==> config.mk <==
export PLATFORM = sky130hd
export DESIGN_NAME = tx_frame_arbiter
export DESIGN_NICKNAME = d
export VERILOG_FILES = /design/src/rtl/tx_frame_arbiter.sv
export SDC_FILE = /design/constraint.sdc
export NUM_CORES = 1
export LEC_CHECK = 0
export BUFFER_PORTS_ARGS = -buffer_cell sky130_fd_sc_hd__buf_4
export CAP_MARGIN = 5
export CELL_PAD_IN_SITES_DETAIL_PLACEMENT = 1
export CELL_PAD_IN_SITES_GLOBAL_PLACEMENT = 2
export CORE_MARGIN = 2
export CORE_UTILIZATION = 33
export DETAILED_ROUTE_END_ITERATION = 12
export PLACE_DENSITY = 0.83
export SYNTH_ARGS = -nofsm -noshare
export SYNTH_HDL_FRONTEND = slang
export SYNTH_SLANG_ARGS = --single-unit
==> constraint.sdc <==
create_clock -name clk -period 4.6 [get_ports clk]
set_clock_uncertainty 0.15 [all_clocks]
set_input_delay 0.92 -clock clk [delete_from_list [all_inputs] [get_ports clk]]
set_output_delay 0.92 -clock clk [all_outputs]
set_load 0.03 [all_outputs]
==> src/rtl/tx_frame_arbiter.sv <==
// Round-robin arbiter that hands the transmitter to one frame buffer at a time,
// watches the control/data strobes to judge frame completion, and times out hung frames.
`timescale 1ns/1ps
module tx_frame_arbiter #(
  parameter int          NREQ    = 4,
  parameter int          n       = 11,
  parameter int          width   = 8,
  parameter int          IFG     = 8,
  parameter logic [15:0] TIMEOUT = 16'hFFFF
) (
  input  logic                    clk,
  input  logic                    reset,
  input  logic [NREQ-1:0]         req,
  input  logic [NREQ*n-1:0]       req_len,
  input  logic [NREQ*width-1:0]   buf_rdata,
  input  logic                    TX_RDY,
  input  logic                    ctrl_en_in,
  input  logic                    wr_en_in,
  input  logic                    RDen_in,
  input  logic [n-1:0]            RDaddr_in,
  output logic                    tx_start,
  output logic [n-1:0]            data_length,
  output logic [width-1:0]        RDdata_out,
  output logic [NREQ-1:0]         buf_rd_en,
  output logic [n-1:0]            buf_rd_addr,
  output logic [NREQ-1:0]         grant,
  output logic [NREQ-1:0]         done,
  output logic [NREQ-1:0]         err
);

  localparam int PW = (NREQ > 1) ? $clog2(NREQ) : 1;
  localparam int CW = n + 1;

  typedef enum logic [2:0] {IDLE, START, WAIT_SOF, WAIT_EOF, GAP} state_t;

  state_t          state;
  logic [PW-1:0]   rr_ptr;
  logic [PW-1:0]   grant_idx;
  logic            start_cnt;
  logic [15:0]     to_cnt;
  logic [15:0]     gap_cnt;
  logic [CW-1:0]   wr_cnt;
  logic            ctrl_en_q;

  logic [n-1:0]     len_arr  [NREQ];
  logic [width-1:0] data_arr [NREQ];

  logic [NREQ-1:0] req_masked;
  logic [PW-1:0]   cand;
  logic [PW-1:0]   win_idx;
  logic            win_valid;
  logic [PW-1:0]   rr_next;
  logic [15:0]     to_nxt;
  logic            in_frame;
  logic            timed_out;
  logic            ctrl_rise;
  logic            frame_ok;

  for (genvar k = 0; k < NREQ; k++) begin : g_unpack
    assign len_arr[k]  = req_len[k*n +: n];
    assign data_arr[k] = buf_rdata[k*width +: width];
  end

  // A requester whose done/err is showing this cycle has not yet seen it, so skip it.
  assign req_masked = req & ~done & ~err;

  // NOTE: every variable written here gets a default first, so no path can infer a latch.
  always_comb begin
    win_valid = 1'b0;
    win_idx   = '0;
    cand      = '0;
    for (int i = 0; i < NREQ; i++) begin
      cand = PW'((int'(rr_ptr) + i) % NREQ);
      if (!win_valid && req_masked[cand]) begin
        win_valid = 1'b1;
        win_idx   = cand;
      end
    end
  end

  assign rr_next   = (win_idx == PW'(NREQ - 1)) ? '0 : win_idx + 1'b1;
  assign to_nxt    = to_cnt + 16'd1;
  assign in_frame  = (state == START) || (state == WAIT_SOF) || (state == WAIT_EOF);
  assign timed_out = in_frame && (to_nxt == TIMEOUT);
  assign ctrl_rise = ctrl_en_in && !ctrl_en_q;
  // A strobe coinciding with the TT edge still belongs to the frame.
  assign frame_ok  = (wr_cnt + CW'(wr_en_in)) == (CW'(data_length) + CW'(4));

  always_ff @(posedge clk or posedge reset) begin
    if (reset) begin
      state       <= IDLE;
      rr_ptr      <= '0;
      grant_idx   <= '0;
      start_cnt   <= 1'b0;
      to_cnt      <= '0;
      gap_cnt     <= '0;
      wr_cnt      <= '0;
      ctrl_en_q   <= 1'b0;
      tx_start    <= 1'b0;
      data_length <= '0;
      RDdata_out  <= '0;
      buf_rd_en   <= '0;
      buf_rd_addr <= '0;
      grant       <= '0;
      done        <= '0;
      err         <= '0;
    end else begin
      // NOTE: non-blocking throughout, so every branch below reads the pre-edge values
      // and later assignments in this block override the defaults set here.
      done        <= '0;
      err         <= '0;
      ctrl_en_q   <= ctrl_en_in;
      buf_rd_addr <= RDaddr_in;
      buf_rd_en   <= grant & {NREQ{RDen_in}};
      RDdata_out  <= (grant != '0) ? data_arr[grant_idx] : '0;

      if (timed_out) begin
        err        <= grant;
        grant      <= '0;
        tx_start   <= 1'b0;
        buf_rd_en  <= '0;
        RDdata_out <= '0;
        gap_cnt    <= '0;
        state      <= GAP;
      end else begin
        if (in_frame) to_cnt <= to_nxt;
        case (state)
          IDLE: begin
            if (TX_RDY && win_valid) begin
              rr_ptr <= rr_next;
              if (len_arr[win_idx] == '0) begin
                err <= NREQ'(1) << win_idx;
              end else begin
                grant       <= NREQ'(1) << win_idx;
                grant_idx   <= win_idx;
                data_length <= len_arr[win_idx];
                tx_start    <= 1'b1;
                start_cnt   <= 1'b0;
                to_cnt      <= '0;
                wr_cnt      <= '0;
                state       <= START;
              end
            end
          end
          START: begin
            if (start_cnt) begin
              tx_start <= 1'b0;
              state    <= WAIT_SOF;
            end else begin
              start_cnt <= 1'b1;
            end
          end
          WAIT_SOF: begin
            if (ctrl_rise) state <= WAIT_EOF;
          end
          WAIT_EOF: begin
            if (wr_en_in && (wr_cnt != '1)) wr_cnt <= wr_cnt + 1'b1;
            if (ctrl_rise) begin
              if (frame_ok) done <= grant;
              else          err  <= grant;
              grant      <= '0;
              buf_rd_en  <= '0;
              RDdata_out <= '0;
              gap_cnt    <= '0;
              state      <= GAP;
            end
          end
          GAP: begin
            if (int'(gap_cnt) + 1 >= IFG) state <= IDLE;
            else                          gap_cnt <= gap_cnt + 16'd1;
          end
          default: state <= IDLE;
        endcase
      end
    end
  end

endmodule

# Word level (Yosys, flattened, before mapping)
# Index checks and enable logic that the tools add are counted.
# word_totals
reg_bits	100
latch_bits	0
mem_bits_rw	0
rom_bits	0
in_bits	97
wordCells	163
n_memories	0
# op_classes
n_addsub	10
multipliers	0
div	0
magnitude_cmp	7
eq_ne	18
n_shift	1
mux	73
bitwise_logic	9
n_reduce_logical	29
# ops
op	count
$mux W16	7
$mux W4	16
$mux W8	6
$mux W12	3
$add A16 B1 Y16 const B	2
$pmux W16 S2	1
$pmux W12 S2	1
$bmux W11 S2	1
$mux W11	2
$mux W3	7
$ne A3 B3 Y1 const B	7
$add A16 B1 Y17 const B	1
$ge A17 B4 Y1 const B	1
$bmux W8 S2	1
$eq A16 B16 Y1 const B	1
$pmux W4 S2	2
$reduce_and A4 Y1	4
$pmux W3 S5	1
$mux W1	14
$add A11 B3 Y12 const B	1
$add A12 B1 Y12	1
$add A12 B1 Y12 const B	1
$and A4 B4 Y4	3
$eq A12 B12 Y1	1
other kinds (29)	62

# Longest topological paths before layout
# logic_depth
depth_word	24
depth_mapped	14
mapped_depth_nobuf	11

# Least setup slack after synthesis
# OpenSTA, ideal clock, no wires.
# synth_timing
path_kind	input to register
from	in req[3]
to	reg to_cnt[6]
setup_time_ns	0.069
arrival_ns	3.543
required_time_ns	4.381
slack_ns	0.838
path_stages	14
path_buffers	5
path_cell_list	or3b_1 -> a32oi_1 -> and3_1 -> buf_6 -> inv_2 -> buf_2 -> a221oi_1 -> o22ai_1 -> or4_1 -> buf_4 -> o21a_1 -> buf_6 -> buf_8 -> nor2_4
# synth_via
elab_chain_cells	22
elab_cells_between_ends	33
# synth_lines
item	line	source
from (decl)	13	input logic [NREQ-1:0] req,
$and A4 B4 Y4 * (2 in a row)	65	assign req_masked = req & ~done & ~err;
$bmux W1 S2	74	if (!win_valid && req_masked[cand]) begin
$mux W1 (not written as such)	74	
$mux W1	74	
$logic_not A1 Y1	74	
$logic_and A1 B1 Y1	74	
$mux W1	74	
$logic_not A1 Y1	74	
[4 not listed]	--	
$mux W2	74	
$not A2 Y3 (not written as such)	131	if (len_arr[win_idx] == '0) begin
$bmux W11 S2	131	
$mux W11 (not written as such) (2 in a row)	131	
$logic_not A11 Y1	131	
$mux W16	131	
$mux W16 *	129	if (TX_RDY && win_valid) begin
$mux W16 *	127	case (state)
to (signal assigned)	126	if (in_frame) to_cnt <= to_nxt;
to (decl)	40	logic [15:0] to_cnt;
# Mark *: on every way between the ends. The rest lies on a longest branch, timed or not. The select of a mux whose other input is x is not followed.
# A chain may end at the register's enable or synchronous reset.

# Worst setup path after layout
# layout_timing
from	in req[0]
to	reg wr_cnt[3]
# layout_via
elab_chain_cells	21
elab_cells_between_ends	33
# layout_lines
item	line	source
$and A4 B4 Y4 * (2 in a row)	65	
$bmux W1 S2	74	
$mux W1 (not written as such)	74	
$mux W1	74	
$logic_not A1 Y1	74	
$logic_and A1 B1 Y1	74	
$mux W1	74	
$logic_not A1 Y1	74	
[4 not listed]	--	
$mux W2 *	74	
via win_idx[1]	50	logic [PW-1:0] win_idx;
$not A2 Y3 (not written as such) *	131	
$bmux W11 S2 *	131	
$mux W11 (not written as such) * (2 in a row)	131	
$logic_not A11 Y1 *	131	
$ne A2 B2 Y1 (no line) *	--	
$reduce_and A5 Y1 (no line) *	--	
to (signal assigned)	157	if (wr_en_in && (wr_cnt != '1)) wr_cnt <= wr_cnt + 1'b1;
to (decl)	42	logic [CW-1:0] wr_cnt;
# Mark *: on every way through the listed nets, which the timed path passes. The rest lies on a longest branch. The select of a mux whose other input is x is not followed.

==> results.sh <==
export IMPL_cts_root_buf="clkbuf_16"
export IMPL_final_util_pct=42.9
export IMPL_dp_hpwl_um=13000
export IMPL_synth_edf_count=0
export IMPL_synth_area_um2=5770
export IMPL_path_clk_slew_ps=70
export IMPL_drt_initial_drc_count=245
export IMPL_slew_headroom_pct=32.8
export IMPL_globalRouteOverflowTotal=0
export IMPL_syn_avg_cell_area_um2=9.98
export IMPL_cts_buffer_depth=2
export IMPL_power_density_nw_per_um2=517
export IMPL_hold_slack_ps=359
export IMPL_htreeDepth=3
export IMPL_preCtsSetupSlack_ps=272
export IMPL_die_area_um2=18600
export IMPL_core_area_um2=17200
export IMPL_ys_ff_latch=100
export IMPL_critPathArrivalTime_ps=4110
export IMPL_num_vias=5083
export IMPL_hold_viol=0
export IMPL_setup_viol=0
export IMPL_io_buffers=143
export IMPL_status="finished clean"
export IMPL_die_x_um=136
export IMPL_drv_slew=0
export IMPL_grt_pass1_wl_um=27300
export IMPL_fin_crit_ps=3980
export IMPL_diodes=0
export IMPL_synthDistinctLibCells=74
export IMPL_ys_warnings_count=0
export IMPL_met2_length_um=8370
export IMPL_initial_core_util_pct=33.6
export IMPL_post_route_period_util_pct=86.6
export IMPL_final_setup_tns_ps=0
export IMPL_wl_met1_um=7560
export IMPL_crit_required_ps=4730
export IMPL_cts_resized=0
export IMPL_cts_sinks=100
export IMPL_ys_flop_type="dfrtp_1"
export IMPL_wire_per_inst_um=17.9
export IMPL_yosysTopAreaCellShare_pct=43.4
export IMPL_critical_path_peak_fanout=17
export IMPL_async_flop_share_pct=100
export IMPL_io_pins=144
export IMPL_viasPerCell=5.37
export IMPL_clk_latency_ps=350
export IMPL_rsz0062_at_grt="no"
export IMPL_die_y_um=136
export IMPL_min_path_type="reg -> reg"
export IMPL_cap_viol_max_count=0
export IMPL_max_vdd_ir_drop_mv=0.227
export IMPL_startpoint_type="primary input"
export IMPL_highest_layer="met4"
export IMPL_grt_max_degree=81
export IMPL_max_freq_ghz=0.251
export IMPL_criticalPathCategory="in -> reg"
export IMPL_post_cts_repair_setup_buffers=0
export IMPL_place_inst=931
export IMPL_cts_tree="done"
export IMPL_setup_ws_ps=618
export IMPL_numCtsBuffers=9
export IMPL_synth_fp_nets=686
export IMPL_end_kind="flop"
export IMPL_met3WireLength_um=740
export IMPL_drt_wl_total_um=16900
export IMPL_gp_congestion=0.823
export IMPL_grt_pass1_vias=5339
export IMPL_drt_first_pass_iters=4
export IMPL_fin_cells=947
export IMPL_ys_top_cells_by_area="dfrtp_1, xnor2_1, nand2_1"
export IMPL_grt_antenna_before_repair=0
export IMPL_ys_seq_area_share_pct=43.4
export IMPL_drc=0
export IMPL_rows=48
export IMPL_drtAntennaViolNets=0
export IMPL_drive_gt1_share_pct=30.2
export IMPL_area_delta_synth_final_pct=27.9
export IMPL_cts_hold_buf=0
export IMPL_yosysTopAreaCell="dfrtp_1"
export IMPL_grtUsageTotal_pct=18.8
export IMPL_synthCells=578
export IMPL_worst_pin_slew_ps=998
export IMPL_final_nets=825
export IMPL_p_leak_nw=3.32
-- cell type report --
type	count	area, um^2
fillers	2003	9800
multi-input cells	436	3060
flip-flops and latches	100	2500
repair buffers	157	1190
well taps	225	282
clock buffers	11	243
inverters	13	53.8
clock inverters	5	45.0
-- cell families after synthesis --
group,synth area share [%]
simple gates,25.4
compound gates,15.4
flops,43.4
buf+inv,3.71
xor+xnor,6.31
fa+ha+maj,2.39
mux,3.47
-- worst max-delay path, cell delays in order --
cell and delay [ps]:
buf_4 90, or4b_4 490, o221a_4 340, nand2_4 210
inv_4 80, a211oi_1 310, o22ai_1 140, or4_1 740
o21a_2 410, buf_4 250, a21oi_2 110
-- placed cells by master, fill, tap and decap left out, types with 8 or more instances in the layout --
cell type	netlist	routed
o21ai_0	28	28
clkbuf_16	0	9
nand2_1	60	60
o31ai_1	15	15
buf_4	2	156
and2_1	11	11
xnor2_1	30	30
or3_1	8	8
nor2b_1	10	10
nand3_1	39	39
a211oi_1	8	8
a21oi_1	9	9
mux4_2	8	8
inv_1	11	10
or4_1	9	9
ha_1	11	11
dfrtp_1	100	100
nor2_1	23	23
nor2_4	10	10
nor3_1	8	8
xor2_1	9	9
nand4_1	13	13
and3_1	28	28
-- flip-flops by register name, summed over array words and instances (netlist names) --
| signal | count |
|---|---|
| start_cnt | 1 |
| grant_idx | 2 |
| buf_rd_addr | 11 |
| RDdata_out | 8 |
| data_length | 11 |
| rr_ptr | 2 |
| to_cnt | 16 |
| err | 4 |
| ctrl_en_q | 1 |
| gap_cnt | 16 |
| tx_start | 1 |
| done | 4 |
| grant | 4 |
| buf_rd_en | 4 |
| state | 3 |
| wr_cnt | 12 |
-- where the power goes --
part           internal [mW]  switching, mW  total, mW
clock network          0.390          0.348      0.738
registers               1.08          0.308       1.38
logic                  0.717          0.978       1.70
total                   2.18           1.63       3.82
-- metrics by stage --
step / area [um^2] / power [mW]
CTS: 7380 / 3.86
global route: 7380 / 4.09
floorplan: 5770 / 2.52
finish: 7380 / 3.82
detailed placement: 7090 / 3.10
global placement: 7090 / 3.05
-- per-layer routing --
layer | vias to the layer above | track usage (%)
met5 | - | 0
met4 | 0 | 5.67
met3 | 23 | 3.43
met2 | 129 | 32.0
met1 | 2525 | 24.2
li1 | 2406 | -
-- synthesized netlist by cell type, drive strengths merged (2+ instances only) --
master  instances
a32o            5
o22ai           4
or3             8
or4             9
nor4            5
mux2i           2
or3b            2
xor2            9
o31ai          15
nor2b          10
and4            3
a21o            3
and3           28
a221oi          6
inv            13
nand3b          2
buf            12
a31oi           3
o41ai           2
dfrtp         100
nand2b          6
o221ai          2
nand4          13
nor3            8
clkbuf         17
xnor2          30
o21ai          30
nand3          39
mux4            8
or4b            4
a21boi          6
a21oi          15
nor3b           4
nor2           38
ha             11
a211oi         10
nand2          61
o211ai          7
and2           11
-- path summary, 6_finish.rpt --
path                                            endpoint  slack (ps)                     from  depth (start not counted)
min in group asynchronous       buf_rd_addr[9]$_DFF_PP0_         640                    reset                          2
worst min register to register   gap_cnt[12]$_DFFE_PP0P_         360  gap_cnt[12]$_DFFE_PP0P_                          1
max in group asynchronous          to_cnt[9]$_DFFE_PP0N_        2790                    reset                          3
worst min-delay path             gap_cnt[12]$_DFFE_PP0P_         360  gap_cnt[12]$_DFFE_PP0P_                          1
worst max register to register     wr_cnt[3]$_DFFE_PP0P_         720    rr_ptr[0]$_DFFE_PP0P_                         10
worst max-delay path               wr_cnt[3]$_DFFE_PP0P_         620                   req[0]                         11
(Power assumes the default switching activity.)
